### config.mk
export PLATFORM = sky130hd
export DESIGN_NAME = spi_slv_flat
export DESIGN_NICKNAME = d
export VERILOG_FILES = /design/src/rtl/spi_slv_if.sv /design/src/rtl/spi_slv.sv /design/src/flat_wrapper.sv
export SDC_FILE = /design/constraint.sdc
export NUM_CORES = 1
export LEC_CHECK = 0
export ABC_AREA = 1
export CORE_UTILIZATION = 50
export DETAILED_ROUTE_END_ITERATION = 16
export PLACE_DENSITY = 0.73
export SYNTH_ARGS = -nofsm -noshare
export SYNTH_HDL_FRONTEND = slang
export SYNTH_SLANG_ARGS = --single-unit
### constraint.sdc
create_clock -name clk -period 3.4 [get_ports clk]
set_clock_uncertainty 0.1 [all_clocks]
set_input_delay 0.85 -clock clk [delete_from_list [all_inputs] [get_ports clk]]
set_output_delay 0.85 -clock clk [all_outputs]
set_load 0.05 [all_outputs]
### src/rtl/spi_slv_if.sv
// spi_slv_if: the four-wire SPI link between the team's master and the responder
interface spi_slv_if;
    logic SS_n;
    logic SCLK;
    logic MOSI;
    logic MISO;

    modport master (output SS_n, output SCLK, output MOSI, input MISO);
    modport slave  (input SS_n, input SCLK, input MOSI, output MISO);
endinterface

### src/rtl/spi_slv.sv
// spi_slv: mode-3 SPI responder, oversampled by clk, returns a preloaded word on MISO
module spi_slv #(
    parameter int WIDTH = 16
) (
    input  logic             clk,
    input  logic             rst_n,
    spi_slv_if.slave         bus,
    input  logic [WIDTH-1:0] i_tx_data,
    input  logic             i_wrt_tx,
    output logic [WIDTH-1:0] o_rx_data,
    output logic             o_rdy,
    output logic             o_frm_err,
    output logic             o_busy
);
    localparam int CW = $clog2(WIDTH + 1);

    typedef enum logic [1:0] {IDLE, ACTIVE, WAIT_SS} state_t;

    state_t           r_state;
    state_t           w_next;
    logic [2:0]       r_sclk_sync;
    logic [1:0]       r_ss_sync;
    logic [1:0]       r_mosi_sync;
    logic [WIDTH-1:0] r_shft;
    logic [WIDTH-1:0] r_rx_data;
    logic [CW-1:0]    r_bit_cnt;
    logic             r_mosi_bit;
    logic             r_rdy;
    logic             r_frm_err;
    logic             w_rise;
    logic             w_fall;
    logic             w_mosi;
    logic             w_ss_act;
    logic             w_last;
    logic             w_load;
    logic             w_clr;
    logic             w_sample;
    logic             w_shift;
    logic             w_done;
    logic             w_err;

    // SS_n and MOSI only feed logic from stage 2, so their third stage would have no load
    assign w_rise   = r_sclk_sync[1] & ~r_sclk_sync[2];
    assign w_fall   = ~r_sclk_sync[1] & r_sclk_sync[2];
    assign w_mosi   = r_mosi_sync[1];
    assign w_ss_act = ~r_ss_sync[1];
    assign w_last   = (r_bit_cnt == CW'(WIDTH - 1));

    // Bring the asynchronous link signals into the clk domain
    always_ff @(posedge clk or negedge rst_n) begin
        if (!rst_n) begin
            r_sclk_sync <= 3'b111;
            r_ss_sync   <= 2'b11;
            r_mosi_sync <= 2'b00;
        end else begin
            r_sclk_sync <= {r_sclk_sync[1:0], bus.SCLK};
            r_ss_sync   <= {r_ss_sync[0], bus.SS_n};
            r_mosi_sync <= {r_mosi_sync[0], bus.MOSI};
        end
    end

    // Frame state register
    always_ff @(posedge clk or negedge rst_n) begin
        if (!rst_n)
            r_state <= IDLE;
        else
            r_state <= w_next;
    end

    // Frame sequencing: select opens a frame, the last rise or a lost select closes it
    always_comb begin
        w_next = r_state;
        case (r_state)
            IDLE:    w_next = w_ss_act ? ACTIVE : IDLE;
            ACTIVE:  w_next = !w_ss_act ? IDLE : (w_rise && w_last) ? WAIT_SS : ACTIVE;
            WAIT_SS: w_next = w_ss_act ? WAIT_SS : IDLE;
            default: w_next = IDLE;
        endcase
    end

    // Datapath strobes decoded from the current state and synchronised link events
    always_comb begin
        w_load   = (r_state == IDLE) && i_wrt_tx;
        w_clr    = (r_state == IDLE) && w_ss_act;
        w_sample = (r_state == ACTIVE) && w_ss_act && w_rise;
        w_shift  = (r_state == ACTIVE) && w_ss_act && w_fall && (r_bit_cnt != '0);
        w_done   = w_sample && w_last;
        w_err    = (r_state == ACTIVE) && !w_ss_act;
    end

    // Shift register: preload in IDLE, otherwise shift on falls after the first rise
    always_ff @(posedge clk or negedge rst_n) begin
        if (!rst_n)
            r_shft <= '0;
        else if (w_load)
            r_shft <= i_tx_data;
        else if (w_shift)
            r_shft <= {r_shft[WIDTH-2:0], r_mosi_bit};
    end

    // Rise counter and the bit captured on each rise
    always_ff @(posedge clk or negedge rst_n) begin
        if (!rst_n) begin
            r_bit_cnt  <= '0;
            r_mosi_bit <= 1'b0;
        end else begin
            if (w_clr)
                r_bit_cnt <= '0;
            else if (w_sample)
                r_bit_cnt <= r_bit_cnt + CW'(1);
            if (w_sample)
                r_mosi_bit <= w_mosi;
        end
    end

    // Completed word capture with its strobe, plus the aborted-frame strobe
    always_ff @(posedge clk or negedge rst_n) begin
        if (!rst_n) begin
            r_rx_data <= '0;
            r_rdy     <= 1'b0;
            r_frm_err <= 1'b0;
        end else begin
            if (w_done)
                r_rx_data <= {r_shft[WIDTH-2:0], w_mosi};
            r_rdy     <= w_done;
            r_frm_err <= w_err;
        end
    end

    assign bus.MISO  = r_shft[WIDTH-1];
    assign o_rx_data = r_rx_data;
    assign o_rdy     = r_rdy;
    assign o_frm_err = r_frm_err;
    assign o_busy    = (r_state != IDLE);
endmodule

### src/flat_wrapper.sv
// flat-port wrapper written by rule: the top's interface ports become plain ports
module spi_slv_flat 
#(
    parameter int WIDTH = 16
)
  (clk, rst_n, i_tx_data, i_wrt_tx, o_rx_data, o_rdy, o_frm_err, o_busy, bus_SS_n, bus_SCLK, bus_MOSI, bus_MISO);
  spi_slv_if bus_i ();
  input  logic clk;
  input  logic rst_n;
  input  logic [WIDTH-1:0] i_tx_data;
  input  logic i_wrt_tx;
  output logic [WIDTH-1:0] o_rx_data;
  output logic o_rdy;
  output logic o_frm_err;
  output logic o_busy;
  input wire logic [$bits(bus_i.SS_n)-1:0] bus_SS_n;
  input wire logic [$bits(bus_i.SCLK)-1:0] bus_SCLK;
  input wire logic [$bits(bus_i.MOSI)-1:0] bus_MOSI;
  output wire logic [$bits(bus_i.MISO)-1:0] bus_MISO;
  assign bus_i.SS_n = bus_SS_n;
  assign bus_i.SCLK = bus_SCLK;
  assign bus_i.MOSI = bus_MOSI;
  assign bus_MISO = bus_i.MISO;
  spi_slv #(.WIDTH(WIDTH)) u_core (.clk(clk), .rst_n(rst_n), .bus(bus_i), .i_tx_data(i_tx_data), .i_wrt_tx(i_wrt_tx), .o_rx_data(o_rx_data), .o_rdy(o_rdy), .o_frm_err(o_frm_err), .o_busy(o_busy));
endmodule
==> flow_metrics.env <==
export IMPL_grt_max_degree=33
export IMPL_route_detailed_wl_per_inst_um=11.6
export IMPL_worst_ir_drop_vdd_mv=0.222
export IMPL_cts_sinks=49
export IMPL_power_internal_uw=845
export IMPL_cts_tree="yes"
export IMPL_required_ns=2.45
export IMPL_grt_overflow=0
export IMPL_area_growth_pct=21.4
export IMPL_switching_share=0.277
export IMPL_initial_utilization=0.518
export IMPL_final_hold_violation_count=0
export IMPL_cp_start_kind="flip-flop"
export IMPL_netSwitchingPower_uw=324
export IMPL_p_leak_nw=1.43
export IMPL_setup_worst_path_end_class="primary output"
export IMPL_die_h_um=69.1
export IMPL_crit_type="flip-flop to primary output"
export IMPL_cap_violations=0
export IMPL_synthesis_nets=284
export IMPL_postCtsSetupBuffers=0
export IMPL_synthCells=259
export IMPL_drive_above_1_share=0.126
export IMPL_std_cell_rows=24
export IMPL_max_freq_mhz=369
export IMPL_clkPwrFrac=0.289
export IMPL_setup_tns_ns=0
export IMPL_syn_area_um2=2250
export IMPL_h_tree_depth=2
export IMPL_tightest_slew_ns=0.511
export IMPL_die_area_um2=4780
export IMPL_dp_hpwl_um=2770
export IMPL_gp_congestion=0.825
export IMPL_synth_area_top_cells="dfrtp_1, nand2_1, dfstp_2"
export IMPL_powerDensity_nw_per_um2=427
export IMPL_io_buffers=41
export IMPL_placed_area_um2=2650
export IMPL_ys_seq_area_frac=0.547
export IMPL_crit_fanout=6
export IMPL_fin_crit_sh=0.797
export IMPL_antenna_found_initial=0
export IMPL_viasPerCell=4.87
export IMPL_num_antenna_cells=0
export IMPL_grt_pass1_vias=1574
export IMPL_finalCriticalPeriod_ns=2.71
export IMPL_final_area_um2=2740
export IMPL_setup_viol=0
export IMPL_ctsResizeCount=0
export IMPL_synthDominantCellAreaShare=0.489
export IMPL_vias=1719
export IMPL_seqPwrFrac=0.573
export IMPL_holdCritPathClass="flip-flop to flip-flop"
export IMPL_final_util=0.628
export IMPL_rsz0062_at_grt="no"
export IMPL_cts_buffer_depth=2
export IMPL_cts_made_buffers=5
export IMPL_coreArea_um2=4350
export IMPL_first_pass_iters=4
export IMPL_die_x_um=69.1
export IMPL_root_buffer="clkbuf_8"
export IMPL_drc_errors=0
export IMPL_io_pins=42
export IMPL_synth_seq_cells=49
export IMPL_syn_area_per_cell_um2=8.70
export IMPL_ctsHoldBuffers=0
export IMPL_final_antenna_net_count=0
export IMPL_nNetsFinal=325
export IMPL_combPwrFrac=0.138
export IMPL_drt_total_wl_um=4100
export IMPL_yosys_area_top_type="dfrtp_1"
export IMPL_yosysWarnings=0
export IMPL_status="complete, no violations"
export IMPL_timing_hold_ws_ns=0.258
export IMPL_slew_headroom=0.659
export IMPL_grtUsageTotal=0.189
export IMPL_cts_clk_slew_worst_paths_ns=0.09
export IMPL_post_synth_num_cell_types=25
export IMPL_drt_iter0_markers=104
export IMPL_clk_latency_ns=0.30
export IMPL_cp_arrival_ns=1.76
export IMPL_grt_pass1_wl_um=7120
export IMPL_total_power_mw=1.17
export IMPL_report_final_slew_viol_count=0
-- cell families (layout without fill, tap and decap cells) --
family | Yosys count | count (layout) | share of synthesized area
compound gates | 8 | 8 | 0.0178
xor+xnor | 1 | 1 | 0.00389
fa+ha+maj | 3 | 3 | 0.0167
buf+inv | 21 | 63 | 0.0600
flops | 49 | 49 | 0.547
simple gates | 177 | 177 | 0.355
-- final cells by class --
cell class                      count  area (um2)
Fill cell                         363        1620
Inverter                           13        51.3
Tap cell                           52        65.1
Clock inverter                      2        15.0
Sequential cell                    49        1230
Multi-Input combinational cell    189         886
Clock buffer                        6        72.6
Timing Repair Buffer               42         413
-- critical path: stages (launching register included) --
cell             delay (ns)
dfrtp_1                0.51
nor2_4                 0.09
inv_1                  0.06
clkdlybuf4s50_1        0.79
-- state kept, by name (all words and copies together) (netlist names) --
| name | cells |
|---|---|
| u_core.r_state | 2 |
| u_core.o_rx_data | 16 |
| u_core.o_rdy | 1 |
| u_core.r_mosi_bit | 1 |
| u_core.r_sclk_sync | 3 |
| u_core.r_mosi_sync | 2 |
| u_core.r_bit_cnt | 5 |
| u_core.r_shft | 16 |
| u_core.r_ss_sync | 2 |
| u_core.o_frm_err | 1 |
-- path summary, 6_finish.rpt --
check | startpoint | end | slack, ns | cells after the start
worst max-delay path | u_core.r_state[0] | o_busy | 0.69 | 3
worst min-delay path | u_core.r_sclk_sync[0] | u_core.r_sclk_sync[1] | 0.26 | 0
worst max register to register | u_core.r_bit_cnt[0] | u_core.o_rx_data[5] | 1.58 | 10
worst min register to register | u_core.r_sclk_sync[0] | u_core.r_sclk_sync[1] | 0.26 | 0
max in group asynchronous | rst_n | u_core.r_sclk_sync[0] | 2.05 | 2
min in group asynchronous | rst_n | u_core.o_rx_data[10] | 0.36 | 1
-- metrics by stage --
stage               std cells  worst slack [ns]
floorplan                 259              1.60
global placement          345              1.03
detailed placement        345              1.02
CTS                       353             0.675
global route              353             0.647
finish                    353             0.691
-- power by group through the flow --
stage                     sequential (mW)  clock [mW]  combinational (mW)
final                               0.669       0.338               0.161
after CTS                           0.668       0.349               0.163
after floorplan                     0.682           0              0.0984
after detailed placement            0.680           0               0.162
after global placement              0.680           0               0.160
after global routing                0.676       0.372               0.184
-- routing by layer --
| metal | track usage | wire, um | vias to the layer above |
|---|---|---|---|
| met4 | 0.0771 | 59 | 0 |
| met3 | 0.0497 | 266 | 7 |
| met5 | 0 | 0 | - |
| met1 | 0.281 | 2040 | 783 |
| li1 | - | - | 881 |
| met2 | 0.262 | 1740 | 48 |
-- cells in the mapped netlist, drive strengths merged --
cell type,instances
nor2,9
dfstp,5
or2,1
a21oi,2
inv,13
ha,3
nand2,143
o21ai,6
xor2,1
nor3,1
dfrtp,44
nand4,1
buf,7
clkbuf,1
nand3,22
-- cell usage in the layout (no fill, tap or decap), types with 5 or more instances in the layout --
| cell | count |
|---|---|
| clkbuf_8 | 5 |
| clkdlybuf4s50_1 | 40 |
| dfrtp_1 | 44 |
| dfstp_2 | 5 |
| inv_1 | 11 |
| nand2_1 | 127 |
| nand2_2 | 12 |
| nand3_1 | 22 |
| o21ai_0 | 5 |
No activity file was read; power rests on OpenSTA's default activity.
